==> config.mk <==
export PLATFORM = sky130hd
export DESIGN_NAME = alu_op_sequencer
export DESIGN_NICKNAME = d
export VERILOG_FILES = /design/src/rtl/alu_pkg.sv /design/src/rtl/alu_settle_counter.sv /design/src/rtl/alu_op_sequencer.sv
export SDC_FILE = /design/constraint.sdc
export NUM_CORES = 1
export LEC_CHECK = 0
export ABC_AREA = 0
export BUFFER_PORTS_ARGS = -buffer_cell sky130_fd_sc_hd__buf_2
export CAP_MARGIN = 20
export CORE_MARGIN = 10
export CORE_UTILIZATION = 25
export DETAILED_ROUTE_END_ITERATION = 8
export GPL_ROUTABILITY_DRIVEN = 1
export GPL_TIMING_DRIVEN = 0
export PLACE_DENSITY = 0.51
export SETUP_SLACK_MARGIN = 0.1
export SLEW_MARGIN = 20
export SYNTH_ARGS = -nofsm -noshare
export SYNTH_HDL_FRONTEND = slang
export SYNTH_SLANG_ARGS = --single-unit
==> constraint.sdc <==
create_clock -name clk -period 5 [get_ports clk]
set_input_delay 1 -clock clk [delete_from_list [all_inputs] [get_ports clk]]
set_output_delay 1 -clock clk [all_outputs]
set_load 0.02 [all_outputs]
==> src/rtl/alu_pkg.sv <==
// Shared types for the ALU operation sequencer: opcodes, FSM states, legality check.
package alu_pkg;

  localparam int unsigned CODE_W   = 4;
  localparam int unsigned OPSEL_W  = 3;
  localparam int unsigned FLAGS_W  = 4;
  localparam int unsigned SETTLE_W = 4;

  typedef enum logic [CODE_W-1:0] {
    OP_ADD    = 4'h0,
    OP_SUBWB  = 4'h1,
    OP_MOV    = 4'h2,
    OP_SUB    = 4'h3,
    OP_INC    = 4'h4,
    OP_DEC    = 4'h5,
    OP_ADDINC = 4'h6,
    OP_AND    = 4'h8,
    OP_OR     = 4'h9,
    OP_XOR    = 4'hA,
    OP_NOT    = 4'hB,
    OP_SHL    = 4'hD
  } op_e;

  typedef enum logic [1:0] {
    ST_IDLE  = 2'd0,
    ST_DRIVE = 2'd1,
    ST_RESP  = 2'd2
  } state_e;

  function automatic logic is_legal_op(input logic [CODE_W-1:0] code);
    case (code)
      OP_ADD, OP_SUBWB, OP_MOV, OP_SUB, OP_INC, OP_DEC, OP_ADDINC,
      OP_AND, OP_OR, OP_XOR, OP_NOT, OP_SHL: is_legal_op = 1'b1;
      default:                                is_legal_op = 1'b0;
    endcase
  endfunction

endpackage

==> src/rtl/alu_settle_counter.sv <==
// Settle-time down counter: load, decrement in DRIVE, flag the final settle cycle.
module alu_settle_counter
  import alu_pkg::*;
(
  input  logic                clk,
  input  logic                rst,
  input  logic                load,
  input  logic [SETTLE_W-1:0] load_val,
  input  logic                dec,
  output logic                last_c
);

  logic [SETTLE_W-1:0] count;

  always_ff @(posedge clk or posedge rst) begin
    if (rst) begin
      count <= '0;
    end else if (load) begin
      count <= load_val;
    end else if (dec && (count != '0)) begin
      count <= count - SETTLE_W'(1);
    end
  end

  // High on the cycle whose edge takes the count to zero.
  assign last_c = (count == SETTLE_W'(1));

endmodule

==> src/rtl/alu_op_sequencer.sv <==
// Sequences one command at a time through an external ALU and returns its result.
// Optional statistics counters are enabled with `define ALU_SEQ_STATS_EN.
module alu_op_sequencer
  import alu_pkg::*;
#(
  parameter int unsigned DWIDTH = 8,
  parameter int unsigned SETTLE = 1
) (
  input  logic                clk,
  input  logic                rst,
  input  logic                cmd_valid,
  output logic                cmd_ready,
  input  logic [DWIDTH-1:0]   cmd_op1,
  input  logic [DWIDTH-1:0]   cmd_op2,
  input  logic [CODE_W-1:0]   cmd_code,
  output logic [DWIDTH-1:0]   alu_op1,
  output logic [DWIDTH-1:0]   alu_op2,
  output logic [OPSEL_W-1:0]  alu_opsel,
  output logic                alu_mode,
  input  logic [DWIDTH-1:0]   alu_result,
  input  logic                alu_c,
  input  logic                alu_z,
  input  logic                alu_o,
  input  logic                alu_s,
  output logic                rsp_valid,
  input  logic                rsp_ready,
  output logic [DWIDTH-1:0]   rsp_result,
  output logic [FLAGS_W-1:0]  rsp_flags,
`ifdef ALU_SEQ_STATS_EN
  output logic [15:0]         stat_ops,
  output logic [15:0]         stat_errs,
`endif
  output logic                rsp_err
);

  state_e state;
  logic   load_c;
  logic   dec_c;
  logic   last_c;

  assign load_c = (state == ST_IDLE) && cmd_valid && is_legal_op(cmd_code);
  assign dec_c  = (state == ST_DRIVE);

  alu_settle_counter u_settle (
    .clk      (clk),
    .rst      (rst),
    .load     (load_c),
    .load_val (SETTLE_W'(SETTLE)),
    .dec      (dec_c),
    .last_c   (last_c)
  );

  // Control FSM; alu_* only change on a legal accept so they hold in IDLE/RESP.
  always_ff @(posedge clk or posedge rst) begin
    if (rst) begin
      state      <= ST_IDLE;
      cmd_ready  <= 1'b1;
      rsp_valid  <= 1'b0;
      rsp_result <= '0;
      rsp_flags  <= '0;
      rsp_err    <= 1'b0;
      alu_op1    <= '0;
      alu_op2    <= '0;
      alu_opsel  <= '0;
      alu_mode   <= 1'b0;
    end else begin
      case (state)
        ST_IDLE: begin
          if (cmd_valid) begin
            cmd_ready <= 1'b0;
            if (is_legal_op(cmd_code)) begin
              alu_op1   <= cmd_op1;
              alu_op2   <= cmd_op2;
              alu_opsel <= cmd_code[OPSEL_W-1:0];
              alu_mode  <= cmd_code[CODE_W-1];
              state     <= ST_DRIVE;
            end else begin
              rsp_err    <= 1'b1;
              rsp_result <= '0;
              rsp_flags  <= '0;
              rsp_valid  <= 1'b1;
              state      <= ST_RESP;
            end
          end
        end
        ST_DRIVE: begin
          if (last_c) begin
            rsp_result <= alu_result;
            rsp_flags  <= {alu_c, alu_z, alu_o, alu_s};
            rsp_err    <= 1'b0;
            rsp_valid  <= 1'b1;
            state      <= ST_RESP;
          end
        end
        ST_RESP: begin
          if (rsp_ready) begin
            rsp_valid <= 1'b0;
            cmd_ready <= 1'b1;
            state     <= ST_IDLE;
          end
        end
        default: begin
          state     <= ST_IDLE;
          cmd_ready <= 1'b1;
          rsp_valid <= 1'b0;
        end
      endcase
    end
  end

`ifdef ALU_SEQ_STATS_EN
  always_ff @(posedge clk or posedge rst) begin
    if (rst) begin
      stat_ops  <= '0;
      stat_errs <= '0;
    end else if (rsp_valid && rsp_ready) begin
      stat_ops <= stat_ops + 16'(1);
      if (rsp_err) begin
        stat_errs <= stat_errs + 16'(1);
      end
    end
  end
`endif

endmodule

==> results of run 1 <==
## flip-flops by register name (all words and copies together) (netlist names)
register,count
alu_opsel,3
u_settle.count,4
alu_mode,1
rsp_valid,1
state,2
cmd_ready,1
alu_op1,8
rsp_result,8
alu_op2,8
rsp_err,1
rsp_flags,4
## power groups by stage
stage / clock (mW) / sequential [mW] / combinational (mW)
after global placement: 0 / 0.581 / 0.727
after detailed placement: 0 / 0.585 / 0.730
final: 0.247 / 0.579 / 0.717
after floorplan: 0 / 0.742 / 0.325
after CTS: 0.262 / 0.583 / 0.731
after global routing: 0.278 / 0.603 / 0.788
## kinds of logic (layout without fill, tap and decap cells)
family / Yosys count / in the layout / synth area share
compound gates: 28 / 28 / 0.125
fa+ha+maj: 3 / 3 / 0.0213
buf+inv: 12 / 91 / 0.0376
flops: 41 / 41 / 0.582
mux: 21 / 21 / 0.134
simple gates: 29 / 29 / 0.101
## cells in the final DEF, fill, tap and decap left out, types with 2 or more instances in the layout
master	instances
buf_6	2
buf_2	72
mux2_2	21
dfrtp_1	40
nor2_1	4
o21ai_0	2
or2b_1	2
a21oi_1	5
inv_1	5
clkbuf_8	7
and3_1	12
ha_1	3
nor3b_1	2
nand3_1	2
a31o_2	12
## worst reg2reg max path: stages (launching register included)
cell	delay, ns
dfrtp_1	0.41
inv_1	0.11
ha_1	0.14
nor3b_1	0.48
nand2_1	0.25
buf_4	0.25
a31o_2	0.25
## metal layers
metal  share of wire  vias to the layer above
met2            0.43                       52
li1                -                      643
met5               0                        -
met1            0.45                      642
met4          0.0078                        0
met3            0.12                        3
## layout make-up
type / instances / area share
repair buffers: 71 / 0.157
plain buffers: 6 / 0.0185
inverters: 6 / 0.00954
multi-input cells: 81 / 0.285
clock inverters: 1 / 0.00371
well taps: 96 / 0.0509
clock buffers: 7 / 0.0408
flip-flops and latches: 41 / 0.435
## worst paths after layout
path	from	cells past startpoint	end	slack, ns
min in group asynchronous	rst	2	alu_opsel[1]	0.62
max	cmd_code[0]	5	alu_op2[1]	2.89
min reg2reg	alu_op2[7]	1	alu_op2[7]	0.51
max reg2reg	u_settle.count[1]	6	rsp_result[1]	3.01
min	alu_op2[7]	1	alu_op2[7]	0.51
max in group asynchronous	rst	3	cmd_ready	3.86
==> flow_metrics.py, run 1 <==
metrics = {
    "run_status": {
        "status": "complete, no violations",
    },
    "global_routing": {
        "grt_pass1_vias": 1527,
        "top_usage_layer": "met2",
        "antenna_found_initial": 0,
        "grt-ovfl-total": 0,
        "grt_util_all_layers": 0.0875,
        "met2_usage": 0.127,
        "grt_max_degree": 32,
        "grt_use_met3": 0.0545,
        "grt_pass1_wl_mm": 7.88,
        "grtUsageMet1": 0.104,
    },
    "floorplanning": {
        "initial_utilization": 0.258,
        "rows": 30,
        "chipWidth_um": 104,
        "die_h_um": 104,
        "die_area_um2": 10800,
        "pin_count": 71,
        "core_um2": 6830,
    },
    "clocking": {
        "postCtsSetupBuffers": 0,
        "clkLatencyLatePin_ns": 0.29,
        "postCtsHoldBufs": 0,
        "cts_buffers": 5,
        "cts_tree": "done",
        "htreeDepth": 2,
        "path_clk_slew_ns": 0.08,
        "cts_resized": 0,
        "clockRootBuffer": "clkbuf_8",
        "clock_sinks": 41,
        "clockBufferDepth": 2,
    },
    "finish": {
        "multiInputGateArea_um2": 672,
        "nNetsFinal": 251,
        "drive_gt1_frac": 0.573,
        "stdcell_count": 309,
        "seq_area_um2": 1030,
        "n_fill_cell": 725,
        "areaGrowthSynthToFinish_pct": 33.7,
        "num_antenna_cells": 0,
        "utilization": 0.346,
        "final_area_um2": 2360,
    },
    "critical_path": {
        "arrival_ns": 2.28,
        "critical_path.top_delay_family": "multiplexers",
        "cp_max_fo": 10,
        "endpoint_kind": "register",
        "cp.required_ns": 5.18,
        "path_buf_inv": 2,
        "start_kind": "primary input",
        "crit_top_cell": "mux2_2",
        "crit_chain": "buf_2 > mux2_2 > a21oi_4 > buf_6 > mux2_2",
        "worstSetupPathType": "primary input to register",
        "crit_path_max_incr_delay_ns": 0.38,
        "slowest_stage": "mux2_2",
    },
    "power_and_ir_drop": {
        "p_comb_frac": 0.465,
        "total_power_mw": 1.54,
        "peakVddDrop_v": 0.000273,
        "power_frac_clock": 0.160,
        "p_leak_nw": 1.18,
        "p_seq_frac": 0.375,
        "powerDensity_nw_per_um2": 653,
        "intPower_mw": 0.923,
        "switching_share": 0.402,
        "switchingPower_mw": 0.620,
    },
    "place": {
        "gp_congestion": 0.708,
        "dp_hpwl_mm": 3.48,
        "dp.cells": 301,
        "post-place-ws_ns": 2.57,
        "port_buffers": 70,
        "dpl_cell_area_um2": 2260,
    },
    "route": {
        "route.detailed.drc": 0,
        "vias_per_cell": 4.34,
        "antenna_left": 0,
        "routed_wl_mm": 4.63,
        "first_pass_iters": 4,
        "first_iter_violations": 33,
        "via_count": 1340,
        "routedWlPerCell_um": 15.0,
    },
    "timing": {
        "hold_slack_ns": 0.506,
        "final.setup_skew_ns": 0.00702,
        "rsz0062_at_grt": "no",
        "tightest_slew_ns": 0.567,
        "period_share": 0.421,
        "max_slew_margin": 0.621,
        "maxSlewViolCount": 0,
        "setup_tns_ns": 0,
        "fmax_mhz": 475,
        "setup_violations": 0,
        "hold_viol_final": 0,
        "layout_setup_ws_ns": 2.89,
        "layout_min_cycle_time_ns": 2.11,
    },
    "synthesis": {
        "yosysMostFrequentCell": "dfrtp_1",
        "ys_async_sr_fraction": 1.00,
        "yosys_warnings": 0,
        "synth_ff_type": "dfrtp_1",
        "yosys.area.top_type": "dfrtp_1",
        "syn_area_per_cell_um2": 13.2,
        "synthTopCellsByCount": "dfrtp_1 (40), mux2_2 (21), a31o_2 (12), and3_1 (12), inv_1 (6)",
        "synth_nets": 173,
        "yosys_register_bits": 41,
        "seq_area_frac_synth": 0.582,
        "synthTopCellsByArea": "dfrtp_1 (57%), mux2_2 (13%), a31o_2 (6.0%)",
        "syn-instance-count": 134,
        "synth_top_area_share": 0.567,
        "yosysUniqueCellTypes": 33,
        "synth-edff-count": 0,
        "synth.cell_area_um2": 1770,
    },
    "run": {
        "cap_violations": 0,
    },
    "hold_path": {
        "hold_class": "register to register",
    },
}
(Power assumes the default switching activity.)
==> run 2: changes to the inputs <==
==> constraint.sdc (replaced) <==
create_clock -name clk -period 2.09 [get_ports clk]
set_input_delay 0.418 -clock clk [delete_from_list [all_inputs] [get_ports clk]]
set_output_delay 0.418 -clock clk [all_outputs]
set_load 0.02 [all_outputs]
==> flow_metrics.py, run 2 (synthesis gave the netlist of run 1 again) <==
metrics = {
    "power_and_ir_drop": {
        "p_leak_nw": 1.18,
        "intPower_mw": 2.21,
        "powerDensity_nw_per_um2": 1560,
        "total_power_mw": 3.70,
        "peakVddDrop_v": 0.000653,
        "switchingPower_mw": 1.49,
        "switching_share": 0.402,
        "p_comb_frac": 0.465,
        "power_frac_clock": 0.160,
        "p_seq_frac": 0.375,
    },
    "timing": {
        "layout_setup_ws_ns": 0.310,
        "fmax_mhz": 562,
        "tightest_slew_ns": 0.520,
        "max_slew_margin": 0.652,
        "setup_violations": 0,
        "final.setup_skew_ns": 0.00690,
        "period_share": 0.852,
        "setup_tns_ns": 0,
        "layout_min_cycle_time_ns": 1.78,
        "rsz0062_at_grt": "no",
        "hold_viol_final": 0,
        "maxSlewViolCount": 0,
    },
    "floorplanning": {
        "rows": 30,
        "chipWidth_um": 104,
        "pin_count": 71,
        "core_um2": 6830,
        "die_area_um2": 10800,
        "initial_utilization": 0.258,
        "die_h_um": 104,
    },
    "run_status": {
        "status": "complete, no violations",
    },
    "critical_path": {
        "slowest_stage": "dfrtp_1",
        "crit_path_max_incr_delay_ns": 0.45,
        "crit_chain": "or3b_4 > a21oi_4 > buf_6 > mux2_2",
        "cp_max_fo": 10,
        "arrival_ns": 1.96,
        "worstSetupPathType": "register to register",
        "cp.required_ns": 2.27,
        "r2r_cells": 4,
        "ff2ff_setup_slack_ns": 0.31,
        "worstReg2RegStart": "state[0]",
        "r2r-end": "alu_op2[1]",
        "endpoint_kind": "register",
        "start_kind": "register",
    },
    "place": {
        "post-place-ws_ns": 0.106,
        "dp.cells": 301,
        "gp_congestion": 0.708,
        "port_buffers": 70,
        "dp_hpwl_mm": 3.48,
    },
    "global_routing": {
        "antenna_found_initial": 0,
        "grt_max_degree": 32,
        "grt_util_all_layers": 0.0876,
        "grt_pass1_vias": 1527,
        "grt-ovfl-total": 0,
        "grt_pass1_wl_mm": 7.89,
    },
    "finish": {
        "areaGrowthSynthToFinish_pct": 34.0,
        "nNetsFinal": 251,
        "num_antenna_cells": 0,
        "reg_top3": "alu_op1 x8, alu_op2 x8, rsp_result x8",
        "utilization": 0.346,
        "final_cell_mix": "buf_2 (72), dfrtp_1 (40), mux2_2 (21)",
        "n_fill_cell": 725,
        "stdcell_count": 309,
        "drive_gt1_frac": 0.577,
        "layout_commonest_cell": "buf_2",
    },
    "clocking": {
        "path_clk_slew_ns": 0.08,
        "postCtsHoldBufs": 0,
        "clockRootBuffer": "clkbuf_8",
        "cts_buffers": 5,
        "clkLatencyLatePin_ns": 0.29,
        "cts_tree": "done",
        "clock_sinks": 41,
        "clockBufferDepth": 2,
        "htreeDepth": 2,
    },
    "route": {
        "routed_wl_mm": 4.64,
        "first_iter_violations": 36,
        "route.detailed.drc": 0,
        "via_count": 1355,
        "first_pass_iters": 4,
        "vias_per_cell": 4.39,
        "routedWlPerCell_um": 15.0,
        "antenna_left": 0,
    },
    "hold_path": {
        "hold_class": "primary input to asynchronous set/reset pin",
    },
    "run": {
        "cap_violations": 0,
    },
}
run 2: cell types whose count changed in the layout (fill, tap and decap cells not counted):
| cell | delta |
|---|---|
| nor3b_1 | -1 |
| nor3b_2 | +1 |
run 2: cell type report:
class	count	area, µm²	area share
sequential	41	1030	0.434
clock buffer	7	96.3	0.0407
buffer	6	43.8	0.0185
tap	96	120	0.0508
multi-input combinational	81	677	0.286
clock inverter	1	8.76	0.00370
inverter	6	22.5	0.00952
timing repair buffer	71	370	0.157
run 2: power by group through the flow:
stage / Sequential [mW] / Combinational (mW) / Clock [mW]
floorplan: 1.77 / 0.777 / 0
global placement: 1.39 / 1.74 / 0
detailed placement: 1.40 / 1.75 / 0
CTS: 1.40 / 1.76 / 0.627
global route: 1.45 / 1.89 / 0.665
finish: 1.39 / 1.72 / 0.592
run 2: worst max path at each step:
stage / from / end / slack (ns)
3_3_place_gp: rst / rsp_result[6] / 0.04
3_5_place_dp: u_settle.count[1] / rsp_result[2] / 0.11
4_1_cts: state[0] / alu_op2[1] / 0.27
2_1_floorplan: u_settle.count[1] / rsp_flags[0] / 0.44
5_1_grt: u_settle.count[1] / rsp_result[1] / 0.12
6_report: state[0] / alu_op2[1] / 0.31
run 2: timing repair:
action | 4_1_cts | 5_1_grt
gates resized for setup | 1 | 0
setup buffers | 0 | 0
setup endpoints to repair | 8 | 0
run 2: critical path, delay by kind of cell, from the launching register on:
| kind | cells | cell delay, ns |
|---|---|---|
| AO/OA/AOI/OAI | 1 | 0.24 |
| AND/OR/NAND/NOR | 1 | 0.44 |
| flip-flops | 1 | 0.45 |
| multiplexers | 1 | 0.34 |
| buffers and inverters | 1 | 0.19 |
run 2: routing by layer:
| layer | share of wire | global-route usage | vias to the layer above |
|---|---|---|---|
| met5 | 0 | 0 | - |
| met4 | 0.011 | 0.0268 | 0 |
| met3 | 0.12 | 0.0545 | 5 |
| met2 | 0.43 | 0.127 | 56 |
| met1 | 0.44 | 0.105 | 651 |
| li1 | - | - | 643 |
run 2: metrics by stage:
stage | hold WS [ns] | area [µm²]
after CTS | 0.0386 | 2370
final | 0.0426 | 2370
after global placement | 0.486 | 2240
after detailed placement | 0.370 | 2260
after floorplan | 0.474 | 1770
after global routing | 0.0491 | 2370
